===== src/rtl/ibex_instr_resp_pkg.sv =====
`default_nettype none
// ============================================================================
// Module      : ibex_instr_resp_pkg
// Description : Shared types and helpers for the instruction-fetch responder.
// Revision    : 1.0 - initial release
// ============================================================================
package ibex_instr_resp_pkg;

  // One response slot: done marks the slot ready to be returned to the core.
  typedef struct packed {
    logic        done;
    logic        err;
    logic [31:0] data;
  } resp_slot_t;

  // Width of the memory word address for a window of the given byte size.
  function automatic int unsigned calc_aw(input logic [31:0] size_bytes);
    return $clog2(size_bytes) - 2;
  endfunction

endpackage
`default_nettype wire


===== src/rtl/ibex_instr_resp_queue.sv =====
`default_nettype none
// ============================================================================
// Module      : ibex_instr_resp_queue
// Description : In-order response queue. Slots are pushed at grant time,
//               completed out of band by index when memory data arrives, and
//               popped from the head once done.
// Revision    : 1.0 - initial release
// ============================================================================
module ibex_instr_resp_queue
  import ibex_instr_resp_pkg::*;
#(
  parameter int unsigned Depth = 4
) (
  input  logic                     clk_i,
  input  logic                     rst_ni,
  input  logic                     push_i,
  input  resp_slot_t               push_slot_i,
  output logic [$clog2(Depth)-1:0] push_idx_o,
  input  logic                     complete_i,
  input  logic [$clog2(Depth)-1:0] complete_idx_i,
  input  logic [31:0]              complete_data_i,
  input  logic                     pop_i,
  output resp_slot_t               head_o,
  output logic [$clog2(Depth):0]   count_o,
  output logic                     full_o
);

  localparam int unsigned PtrW      = $clog2(Depth);
  localparam logic [PtrW:0] FullCount = (PtrW + 1)'(Depth);

  resp_slot_t      slot_q [Depth];
  logic [PtrW-1:0] wptr_q;
  logic [PtrW-1:0] rptr_q;
  logic [PtrW:0]   count_q;

  // Slot storage: a push and a completion never target the same slot, since
  // the completing slot is occupied and the pushed slot is free.
  always_ff @(posedge clk_i or negedge rst_ni) begin
    if (!rst_ni) begin
      for (int unsigned i = 0; i < Depth; i++) begin
        slot_q[i] <= '0;
      end
    end else begin
      if (push_i) begin
        slot_q[wptr_q] <= push_slot_i;
      end
      if (complete_i) begin
        slot_q[complete_idx_i].done <= 1'b1;
        slot_q[complete_idx_i].data <= complete_data_i;
      end
    end
  end

  // Pointers wrap naturally; count holds steady on simultaneous push and pop.
  always_ff @(posedge clk_i or negedge rst_ni) begin
    if (!rst_ni) begin
      wptr_q  <= '0;
      rptr_q  <= '0;
      count_q <= '0;
    end else begin
      if (push_i) begin
        wptr_q <= wptr_q + PtrW'(1);
      end
      if (pop_i) begin
        rptr_q <= rptr_q + PtrW'(1);
      end
      unique case ({push_i, pop_i})
        2'b10:   count_q <= count_q + (PtrW + 1)'(1);
        2'b01:   count_q <= count_q - (PtrW + 1)'(1);
        default: count_q <= count_q;
      endcase
    end
  end

  assign head_o     = slot_q[rptr_q];
  assign push_idx_o = wptr_q;
  assign count_o    = count_q;
  assign full_o     = (count_q == FullCount);

endmodule
`default_nettype wire


===== src/rtl/ibex_instr_mem_responder.sv =====
`default_nettype none
// ============================================================================
// Module      : ibex_instr_mem_responder
// Description : Responder for the core instruction-fetch bus. Range-checks
//               each fetch, forwards in-window fetches to a one-cycle-latency
//               memory port, answers out-of-window fetches with an error, and
//               returns all responses strictly in request order.
// Revision    : 1.0 - initial release
// ============================================================================
module ibex_instr_mem_responder
  import ibex_instr_resp_pkg::*;
#(
  parameter logic [31:0] MemBase        = 32'h0000_0000,
  parameter logic [31:0] MemSizeBytes   = 32'h0001_0000,
  parameter int unsigned MaxOutstanding = 4
) (
  input  logic                               clk_i,
  input  logic                               rst_ni,
  input  logic                               instr_req_i,
  output logic                               instr_gnt_o,
  input  logic [31:0]                        instr_addr_i,
  output logic                               instr_rvalid_o,
  output logic [31:0]                        instr_rdata_o,
  output logic                               instr_err_o,
  output logic                               mem_req_o,
  input  logic                               mem_gnt_i,
  output logic [calc_aw(MemSizeBytes)-1:0]   mem_addr_o,
  input  logic                               mem_rvalid_i,
  input  logic [31:0]                        mem_rdata_i,
  output logic                               busy_o
);

  localparam int unsigned AW   = calc_aw(MemSizeBytes);
  localparam int unsigned IdxW = $clog2(MaxOutstanding);

  logic [31:0]     offset;
  logic            addr_err;
  logic            full;
  logic [IdxW:0]   count;
  logic [IdxW-1:0] push_idx;
  resp_slot_t      head;
  resp_slot_t      push_slot;
  logic            mem_grant;
  logic            capture;
  logic            inflight_q;
  logic [IdxW-1:0] inflight_idx_q;

  // Addresses below the base wrap to large offsets and so fall out of range.
  assign offset   = instr_addr_i - MemBase;
  assign addr_err = (offset >= MemSizeBytes);
  assign mem_addr_o = offset[AW+1:2];

  // Grant depends only on registered fullness, so a pop cannot feed grant.
  assign mem_req_o   = instr_req_i & ~full & ~addr_err;
  assign instr_gnt_o = instr_req_i & ~full & (addr_err | mem_gnt_i);
  assign mem_grant   = mem_req_o & mem_gnt_i;

  // Error slots are born complete; memory slots wait for their read data.
  assign push_slot = addr_err ? resp_slot_t'{done: 1'b1, err: 1'b1, data: 32'h0}
                              : resp_slot_t'{done: 1'b0, err: 1'b0, data: 32'h0};

  assign capture = mem_rvalid_i & inflight_q;

  // Track the single memory read in flight; a back-to-back grant re-arms it.
  always_ff @(posedge clk_i or negedge rst_ni) begin
    if (!rst_ni) begin
      inflight_q     <= 1'b0;
      inflight_idx_q <= '0;
    end else if (mem_grant) begin
      inflight_q     <= 1'b1;
      inflight_idx_q <= push_idx;
    end else if (capture) begin
      inflight_q     <= 1'b0;
    end
  end

  ibex_instr_resp_queue #(
    .Depth (MaxOutstanding)
  ) u_queue (
    .clk_i           (clk_i),
    .rst_ni          (rst_ni),
    .push_i          (instr_gnt_o),
    .push_slot_i     (push_slot),
    .push_idx_o      (push_idx),
    .complete_i      (capture),
    .complete_idx_i  (inflight_idx_q),
    .complete_data_i (mem_rdata_i),
    .pop_i           (instr_rvalid_o),
    .head_o          (head),
    .count_o         (count),
    .full_o          (full)
  );

  // The core never stalls rvalid, so presenting the head also pops it.
  assign instr_rvalid_o = (count != '0) & head.done;
  assign instr_err_o    = instr_rvalid_o & head.err;
  assign instr_rdata_o  = instr_rvalid_o ? head.data : 32'h0;

  assign busy_o = (count != '0) | instr_req_i;

endmodule
`default_nettype wire


===== config.mk =====
export PLATFORM = sky130hd
export DESIGN_NAME = ibex_instr_mem_responder
export DESIGN_NICKNAME = d
export VERILOG_FILES = /design/src/rtl/ibex_instr_resp_pkg.sv /design/src/rtl/ibex_instr_resp_queue.sv /design/src/rtl/ibex_instr_mem_responder.sv
export SDC_FILE = /design/constraint.sdc
export NUM_CORES = 1
export LEC_CHECK = 0
export BUFFER_PORTS_ARGS = -buffer_cell sky130_fd_sc_hd__buf_2
export CAP_MARGIN = 20
export CORE_AREA = 2 2 157 159
export DETAILED_ROUTE_END_ITERATION = 6
export DIE_AREA = 0 0 159 161
export PLACE_DENSITY = 0.54
export SLEW_MARGIN = 5
export SYNTH_ARGS = -nofsm -noshare
export SYNTH_HDL_FRONTEND = slang
export SYNTH_SLANG_ARGS = --single-unit

===== constraint.sdc =====
create_clock -name clk_i -period 2.3 [get_ports clk_i]
set_input_delay 0.23 -clock clk_i [delete_from_list [all_inputs] [get_ports clk_i]]
set_output_delay 0.23 -clock clk_i [all_outputs]
set_load 0.02 [all_outputs]

After elaboration in Yosys (flattened, before gate mapping)

Cells that the tools add are included.

Add/subtract/negate cells: 4
$lt $le $gt $ge: 6
Eq/ne operators: 3
Muxes and demuxes: 19
Bitwise operators: 14
Reductions and logical operators: 5

Operators with widths:

| kind                   | number |
|---|---|
| $bwmux W136            | 3 |
| $mux W136              | 2 |
| $demux W34 S2          | 3 |
| $mux W34               | 5 |
| $bmux W34 S2           | 1 |
| $mux W32               | 2 |
| $ge A32 B17 Y1 const B | 1 |
| $ge A3 B3 Y1 const B   | 3 |
| $not A2 Y3             | 3 |
| $and A1 B1 Y1          | 7 |
| $lt A3 B1 Y1 const B   | 2 |
| $pmux W3 S2            | 1 |
| $add A2 B1 Y2 const B  | 2 |
| $reduce_bool A2 Y1     | 2 |
| $add A3 B1 Y3 const B  | 1 |
| $eq A3 B3 Y1 const B   | 1 |
| $reduce_bool A3 Y1     | 1 |
| $sub A3 B1 Y3 const B  | 1 |
| $eq A2 B1 Y1 const B   | 1 |
| $eq A2 B2 Y1 const B   | 1 |
| $logic_and A1 B1 Y1    | 2 |
| $mux W1                | 2 |
| $not A1 Y1             | 2 |
| $or A1 B1 Y1           | 2 |

Bits in registers: 146
Input bits: 69
Output and inout port bits: 51
Word-level logic and storage cells: 68

Depth between registers and ports, before layout

Gate-level depths: netlist of the first run.

Depth after elaboration: 10
Mapped depth: 11
Depth with buffers taken out: 9

By module

From an unflattened synthesis of the first run, not the netlist that was laid out.

Cells, all modules: 725
Area, all modules: 7967.6 µm²

Modules (own cells, without submodules):

| module                   | times used | cells an instance | area each (µm²) |
|---|---|---|---|
| ibex_instr_resp_queue    | 1          | 653               | 7448.4 |
| ibex_instr_mem_responder | 1          | 72                | 519.2 |

Worst setup path after synthesis of the first run

OpenSTA, ideal clock, no wires.

Kind: reg-to-reg
Start: register u_queue.rptr_q[0]
End: register u_queue.count_q[2], in the netlist u_queue.count_o[2]
Library setup time: 0.125 ns
Arrival: 2.268 ns
Slack: -0.093 ns
Cell stages (with the launch flop): 12
Path buffers: 2
Clock period less this slack: 2.393 ns
Cell sequence: dfrtp_1 > buf_2 > mux4_2 > o31ai_2 > buf_6 > inv_1 > ha_1 > inv_1 > fa_1 > xor2_1 > nor2_1 > xor2_1

Word-level cells in the longest chain between the ends: 7

Ends and longest elaborated chain:

| element                                           | RTL line                       | text |
|---|---|---|
| start: declaration                                | ibex_instr_resp_queue.sv:33    | `logic [PtrW-1:0] rptr_q;` |
| start signal: assignment                          | ibex_instr_resp_queue.sv:65    | `rptr_q <= rptr_q + PtrW'(1);` |
| $not A2 Y3 (not written as such) *                | ibex_instr_resp_queue.sv:75    | `assign head_o = slot_q[rptr_q];` |
| $bmux W34 S2 *                                    | ibex_instr_resp_queue.sv:75    |  |
| $mux W34 (not written as such) * (2 in series)    | ibex_instr_resp_queue.sv:75    |  |
| $and A1 B1 Y1 *                                   | ibex_instr_mem_responder.sv:95 | `assign instr_rvalid_o = (count != '0) & head.done;` |
| named net instr_rvalid_o                          | ibex_instr_mem_responder.sv:22 | `output logic instr_rvalid_o,` |
| $eq A2 B1 Y1 or $eq A2 B2 Y1 (tied branches)      | ibex_instr_resp_queue.sv:67    | `unique case ({push_i, pop_i})` |
| $pmux W3 S2 or $reduce_bool A2 Y1 (tied branches) | -                              |  |
| end signal: assignment                            | ibex_instr_resp_queue.sv:68    | `2'b10: count_q <= count_q + (PtrW + 1)'(1);` |
| end signal: assignment                            | ibex_instr_resp_queue.sv:69    | `2'b01: count_q <= count_q - (PtrW + 1)'(1);` |
| end signal: assignment                            | ibex_instr_resp_queue.sv:70    | `default: count_q <= count_q;` |
| end: declaration                                  | ibex_instr_resp_queue.sv:34    | `logic [PtrW:0] count_q;` |

Mark *: on every way through the listed nets, which the timed path passes. The rest lies on a longest branch. The select of a mux whose other input is x is not followed.
A chain may end at the register's enable or synchronous reset.

Final worst setup path of the first run

Start: register u_queue.rptr_q[1]
End: output port instr_rdata_o[26]

Word-level cells in the longest chain between the ends: 6

Ends and longest elaborated chain:

| element                                        | RTL line                       | text |
|---|---|---|
| $not A2 Y3 (not written as such) *             | ibex_instr_resp_queue.sv:75    |  |
| $bmux W34 S2 *                                 | ibex_instr_resp_queue.sv:75    |  |
| $mux W34 (not written as such) * (2 in series) | ibex_instr_resp_queue.sv:75    |  |
| $and A1 B1 Y1                                  | ibex_instr_mem_responder.sv:95 |  |
| $mux W32 *                                     | ibex_instr_mem_responder.sv:97 | `assign instr_rdata_o = instr_rvalid_o ? head.data : 32'h0;` |
| end: declaration                               | ibex_instr_mem_responder.sv:23 | `output logic [31:0] instr_rdata_o,` |

Mark *: on every way between the ends. The rest lies on a longest branch, timed or not. The select of a mux whose other input is x is not followed.

==> flow_metrics.py, run 1 <==
metrics = {
    "status": {
        "run_status": "completed",
    },
    "place": {
        "hpwl_after_dpl_mm": 12.80,
        "dp_slack_ps": -16.84,
        "io_buffer_count": 89,
        "gp_routability_congestion": 0.7439,
    },
    "final_layout": {
        "num-nets-final": 897,
        "fillers": 2455,
        "syn2layout_area_growth_pct": 22.59,
        "drive_gt1_share_pct": 24.55,
        "antenna_cells_inserted": 0,
        "layout.core_utilization_pct": 36.27,
    },
    "synthesis": {
        "synth_top_area_share_pct": 51.54,
        "ys_async_sr_fraction_pct": 100.0,
        "syn_avg_cell_area_um2": 9.529,
        "synth_cell_count_leaders": "sky130_fd_sc_hd__nand2_1 (262), sky130_fd_sc_hd__dfrtp_1 (146), sky130_fd_sc_hd__o21ai_0 (136), sky130_fd_sc_hd__mux4_2 (34), sky130_fd_sc_hd__nor2b_1 (33)",
        "synth-seq-cells": 146,
        "synthDistinctLibCells": 35,
        "post-synth-top-area-cell": "sky130_fd_sc_hd__dfrtp_1",
        "synth_seq_area_share_pct": 51.54,
        "post_synth_main_area_contributors": "sky130_fd_sc_hd__dfrtp_1 (52%), sky130_fd_sc_hd__nand2_1 (14%), sky130_fd_sc_hd__mux4_2 (11%), sky130_fd_sc_hd__o21ai_0 (9.6%), sky130_fd_sc_hd__nor2b_1 (2.9%)",
        "syn_nets": 819,
        "postSynthCellCount": 744,
        "synthesis.area_um2": 7089,
        "synth-edff-count": 0,
        "synthFlopType": "sky130_fd_sc_hd__dfrtp_1",
        "synthMostInstantiatedCell": "sky130_fd_sc_hd__nand2_1",
        "synth.yosys.warnings": 0,
    },
    "floorplanning": {
        "starting_density_of_the_core_pct": 29.58,
        "core_area_um2": 23960,
        "rows": 57,
        "ios": 120,
        "die_width_um": 159,
        "die_h_um": 161,
        "design.die.area_um2": 25600,
    },
    "drt": {
        "drc": 0,
        "route.detailed.vias_per_inst": 4.859,
        "top_signal_layer_used": "met5",
        "drt-met1-wl_mm": 9.506,
        "vias": 5632,
        "detail_route.iter0.violations": 343,
        "wl_met2_mm": 10.15,
        "detail-route-antenna-nets": 0,
        "routed_wire_length_per_instance_um": 18.03,
        "met3_length_mm": 1.016,
        "finalWirelength_mm": 20.90,
        "first_pass_iters": 5,
    },
    "cts": {
        "cts_tree": "built",
        "clock_tree.root_cell": "sky130_fd_sc_hd__clkbuf_16",
        "post_cts.repair.setup_buffers": 0,
        "clkLatencyLatePin_ps": 430,
        "cts_sinks": 146,
        "clock_tree.htree_level_count": 4,
        "clock_slew_at_the_register_clock_pins_of_the_worst_setup_and_hold_paths_ps": 60,
        "cts-buffers-inserted": 17,
        "cts_max_path_buffers": 2,
    },
    "hold_path": {
        "worst_hold_path.num_cells": 2,
        "worstHoldPathType": "in2reg",
    },
    "power": {
        "p_leak_uw": 0.003760,
        "powerDensity_nw_per_um2": 959.7,
        "max-vdd-ir-drop_mv": 0.6839,
    },
    "timing": {
        "timing.clock.skew_ps": 8.777,
        "count_of_final_hold_check_violations": 0,
        "report.final.slew_viol_count": 0,
        "rsz0062_at_grt": "yes",
        "setup_ws_ps": 16.82,
        "max-slew-margin-rel_pct": 40.64,
        "maxClockFrequency_mhz": 438.0,
        "finalWorstPathRequiredPeriod_ps": 2283,
        "setup_viol": 0,
        "finalCritPeriodShare_pct": 99.27,
        "worst-slew-pin-transition_ps": 887.6,
    },
    "grt": {
        "global_route_total_overflow": 0,
        "grtUsageTotal_pct": 17.03,
        "grt_max_degree": 55,
        "grt_pass1_wl_mm": 33.83,
        "grt_antenna_before_repair": 1,
        "first_global_vias": 5914,
    },
    "job": {
        "max_cap_viol_count": 0,
    },
    "worst_setup_path": {
        "start_kind": "flip-flop",
        "critPathLaunch": "u_queue.rptr_q[1]",
        "cp_data_required_time_ps": 2070,
        "r2r_end": "u_queue.count_o[2]",
        "crit-reg2reg-launch": "u_queue.rptr_q[0]",
        "register_to_register_setup_slack_ps": 130,
        "critPathArrivalTime_ps": 2050,
        "path_class": "reg2out",
        "cp-endpoint": "instr_rdata_o[26]",
        "worst-path-max-fanout": 35,
        "worstRegToRegCells": 9,
        "kind_of_end_point_of_the_critical_path": "output port",
    },
}
[critical path, cell delays in order (launching register included)]
cell	delay, ps
sky130_fd_sc_hd__dfrtp_1	350
sky130_fd_sc_hd__buf_4	520
sky130_fd_sc_hd__mux4_2	420
sky130_fd_sc_hd__nor2b_1	170
sky130_fd_sc_hd__buf_2	160
[metal layers]
metal  vias up  track usage [%]
li1       2634                -
met1      2825            23.01
met2       149            27.98
met3        22            3.544
met4         2            4.628
met5         -                0
[worst min path at each step]
stage | startpoint | end | slack, ps
final | mem_rvalid_i | inflight_q | 40
after global routing | mem_rvalid_i | inflight_q | 50
after CTS | mem_rvalid_i | inflight_q | 30
after detailed placement | rst_ni | u_queue.slot_q[43] | 240
after global placement | rst_ni | u_queue.count_o[1] | 240
after floorplan | rst_ni | asynchronous set/reset pin | -70
[timing repair]
| action | CTS | global route |
|---|---|---|
| hold buffers | 1 | 0 |
| endpoints found under the hold margin | 52 | 0 |
| gates resized for setup | 3 | 10 |
| setup endpoints to repair | 33 | 26 |
[state kept, by name, indices dropped and copies added, names as in the netlist, named ones only]
signal,cells
u_queue.slot_q,132
inflight_idx_q,2
u_queue.push_idx_o,2
inflight_q,1
u_queue.count_o,3
u_queue.rptr_q,2
[layout make-up]
| type | count | area [µm²] | share of cell area, % |
|---|---|---|---|
| sequential | 146 | 3655 | 42.05 |
| multi-input combinational | 520 | 3148 | 36.22 |
| clock buffer | 20 | 456.7 | 5.255 |
| clock inverter | 12 | 132.6 | 1.526 |
| inverter | 14 | 56.30 | 0.6479 |
| tap | 324 | 405.4 | 4.665 |
| timing repair buffer | 123 | 837.1 | 9.631 |
[power breakdown]
part	leakage [µW]	internal [µW]	switching [µW]	total [µW]
Clock	0.000282	1660	1150	2800
Combinational	0.00149	1010	1580	2590
Sequential	0.00198	2800	144	2950
Total	0.00376	5470	2870	8340
[stage by stage]
step                power, µW  area [µm²]  hold WS (ps)  instances  TNS (ps)
floorplan                4641        7121        -65.59        744         0
global placement         5495        8050         243.8       1126         0
detailed placement       5539        8050         239.7       1126    -16.84
CTS                      8412        8662         25.87       1159    -4.745
global route             8786        8691         54.38       1159    -771.2
finish                   8341        8691         42.56       1159         0
[layout by cell type, fill, tap and decap left out, types with 2 or more instances in the layout]
| cell type | instances |
|---|---|
| sky130_fd_sc_hd__a211oi_4 | 4 |
| sky130_fd_sc_hd__buf_12 | 7 |
| sky130_fd_sc_hd__buf_2 | 80 |
| sky130_fd_sc_hd__buf_4 | 33 |
| sky130_fd_sc_hd__bufinv_16 | 2 |
| sky130_fd_sc_hd__clkbuf_16 | 17 |
| sky130_fd_sc_hd__clkbuf_8 | 2 |
| sky130_fd_sc_hd__clkinv_2 | 3 |
| sky130_fd_sc_hd__clkinv_4 | 3 |
| sky130_fd_sc_hd__clkinvlp_4 | 4 |
| sky130_fd_sc_hd__dfrtp_1 | 145 |
| sky130_fd_sc_hd__ha_1 | 4 |
| sky130_fd_sc_hd__inv_1 | 13 |
| sky130_fd_sc_hd__mux2_2 | 2 |
| sky130_fd_sc_hd__mux2i_1 | 2 |
| sky130_fd_sc_hd__mux4_2 | 34 |
| sky130_fd_sc_hd__nand2_1 | 262 |
| sky130_fd_sc_hd__nand3_1 | 10 |
| sky130_fd_sc_hd__nand4_1 | 2 |
| sky130_fd_sc_hd__nor2_1 | 3 |
| sky130_fd_sc_hd__nor2_2 | 2 |
| sky130_fd_sc_hd__nor2b_1 | 33 |
| sky130_fd_sc_hd__nor3_2 | 2 |
| sky130_fd_sc_hd__nor4_1 | 4 |
| sky130_fd_sc_hd__o21ai_0 | 136 |
| sky130_fd_sc_hd__or3_1 | 2 |
| sky130_fd_sc_hd__xnor2_1 | 3 |
| sky130_fd_sc_hd__xor2_1 | 2 |
[cells by family after synthesis]
group / synth area share, %
compound gates: 10.82
xor+xnor: 0.6178
fa+ha+maj: 1.165
buf+inv: 5.295
flops: 51.54
mux: 11.40
simple gates: 19.17
(Power assumes the default switching activity.)
==> inputs of run 2 (changes only) <==
CORE_AREA = 4 4 135 137   (was 2 2 157 159)
DIE_AREA = 0 0 139 141   (was 0 0 159 161)
PLACE_DENSITY = 0.69   (was 0.54)
==> run 2 against run 1 <==
Net effect: combinational power shrank 3%; global-route usage grew 3.6 points; cell count shrank 8.6%; critical path depth is the same; sequential power is essentially flat.
==> flow_metrics.py, run 2 (synthesis results as in run 1) <==
metrics = {
    "cts": {
        "cts_max_path_buffers": 2,
        "cts_tree": "built",
        "clock_tree.htree_level_count": 4,
        "cts_sinks": 146,
        "post_cts.repair.setup_buffers": 0,
        "clock_slew_at_the_register_clock_pins_of_the_worst_setup_and_hold_paths_ps": 60,
        "cts-buffers-inserted": 17,
        "clock_tree.root_cell": "sky130_fd_sc_hd__clkbuf_16",
        "clkLatencyLatePin_ps": 430,
    },
    "worst_setup_path": {
        "path_class": "reg2out",
        "worst-path-max-fanout": 35,
        "critPathArrivalTime_ps": 2060,
        "kind_of_end_point_of_the_critical_path": "output port",
        "cp_data_required_time_ps": 2070,
        "start_kind": "flip-flop",
    },
    "grt": {
        "grt_antenna_before_repair": 1,
        "first_global_vias": 6053,
        "grt_pass1_wl_mm": 32.22,
        "grtUsageTotal_pct": 20.63,
        "global_route_total_overflow": 0,
        "grt_max_degree": 50,
    },
    "hold_path": {
        "worstHoldPathType": "in2reg",
    },
    "floorplanning": {
        "ios": 120,
        "core_area_um2": 17060,
        "design.die.area_um2": 19600,
        "rows": 48,
        "die_width_um": 139,
        "die_h_um": 141,
        "starting_density_of_the_core_pct": 41.56,
    },
    "final_layout": {
        "syn2layout_area_growth_pct": 20.47,
        "drive_gt1_share_pct": 24.58,
        "layout.core_utilization_pct": 50.07,
        "layout_commonest_cell": "sky130_fd_sc_hd__nand2_1",
        "num-nets-final": 896,
        "largest_reg_flops": 132,
        "largest_reg_by_ff_count": "u_queue.slot_q",
        "antenna_cells_inserted": 0,
        "layout.cells.most_common_list": "sky130_fd_sc_hd__nand2_1 (262), sky130_fd_sc_hd__dfrtp_1 (145), sky130_fd_sc_hd__o21ai_0 (136)",
    },
    "drt": {
        "detail-route-antenna-nets": 0,
        "drc": 0,
        "routed_wire_length_per_instance_um": 18.31,
        "vias": 5776,
        "finalWirelength_mm": 19.40,
        "route.detailed.vias_per_inst": 5.454,
        "first_pass_iters": 5,
        "detail_route.iter0.violations": 538,
    },
    "timing": {
        "maxClockFrequency_mhz": 437.5,
        "finalCritPeriodShare_pct": 99.38,
        "report.final.slew_viol_count": 0,
        "count_of_final_hold_check_violations": 0,
        "rsz0062_at_grt": "yes",
        "max-slew-margin-rel_pct": 41.70,
        "timing.clock.skew_ps": 11.76,
        "finalWorstPathRequiredPeriod_ps": 2286,
        "worst-slew-pin-transition_ps": 871.7,
        "setup_viol": 0,
    },
    "power": {
        "power_uw": 8389,
        "max-vdd-ir-drop_mv": 1.300,
        "p_leak_uw": 0.003764,
        "powerDensity_nw_per_um2": 982.3,
    },
    "place": {
        "gp_routability_congestion": 0.7973,
        "hpwl_after_dpl_mm": 12.28,
        "io_buffer_count": 89,
    },
    "job": {
        "max_cap_viol_count": 0,
    },
    "status": {
        "run_status": "completed",
    },
}
-- run 2: cell types whose count changed in the layout (fill, tap and decap cells not counted), moves of 2 or more --
cell,before,now
sky130_fd_sc_hd__buf_4,33,26
sky130_fd_sc_hd__clkinv_2,3,0
sky130_fd_sc_hd__inv_8,0,2
sky130_fd_sc_hd__inv_6,1,4
sky130_fd_sc_hd__buf_2,80,88
sky130_fd_sc_hd__clkbuf_8,2,0
-- run 2: worst max-delay path: stages (launching register included) --
cell                      delay (ps)
sky130_fd_sc_hd__dfrtp_1         360
sky130_fd_sc_hd__buf_4           500
sky130_fd_sc_hd__mux4_2          320
sky130_fd_sc_hd__nor2b_1         230
sky130_fd_sc_hd__buf_2           210
-- run 2: final cells by class --
cell class | count | area, µm²
Timing Repair Buffer | 122 | 777.0
Tap cell | 225 | 281.5
Inverter | 14 | 56.30
Clock inverter | 15 | 197.7
Clock buffer | 17 | 425.4
Sequential cell | 146 | 3655
Fill cell | 1586 | 8516
Multi-Input combinational cell | 520 | 3148
-- run 2: worst paths after layout --
| kind | from | end | slack (ps) | depth (start not counted) |
|---|---|---|---|---|
| worst max register to register | u_queue.count_o[1] | u_queue.count_o[2] | 140 | 9 |
| max in group asynchronous | rst_ni | u_queue.slot_q[93] | 1250 | 3 |
| worst min-delay path | mem_rvalid_i | inflight_q | 30 | 2 |
| worst min register to register | u_queue.slot_q[33] | u_queue.rptr_q[1] | 500 | 1 |
| worst max-delay path | u_queue.rptr_q[1] | instr_rdata_o[21] | 10 | 4 |
| min in group asynchronous | rst_ni | u_queue.count_o[0] | 310 | 2 |
-- run 2: power breakdown --
group / internal (µW) / switching [µW]
Clock: 1740 / 1190
Sequential: 2800 / 148
Combinational: 986 / 1520
Total: 5530 / 2860
-- run 2: layer usage --
layer | GRT usage (%) | part of all wire [%] | vias up
met2 | 34.49 | 49 | 233
met4 | 5.664 | 1.2 | 2
li1 | - | - | 2641
met3 | 4.172 | 6.8 | 22
met5 | 0 | 0.067 | -
met1 | 27.68 | 43 | 2878
-- run 2: what timing repair did --
item | 4_1_cts | 5_1_grt
resized for setup | 3 | 1
hold endpoints to repair | 45 | 0
hold buffers | 1 | 0
setup endpoints to repair | 33 | 30
gates cloned | 0 | 0
-- run 2: per-stage QoR --
step	area, µm²	cells	TNS [ps]	hold slack, ps	setup slack [ps]
global placement	7894	1026	0	211.7	54.11
global route	8541	1059	-617.7	34.42	-58.14
floorplan	7121	744	0	-65.59	3.145
CTS	8539	1059	-5.824	20.61	-5.824
finish	8541	1059	0	29.82	14.20
detailed placement	7894	1026	0	208.8	3.433
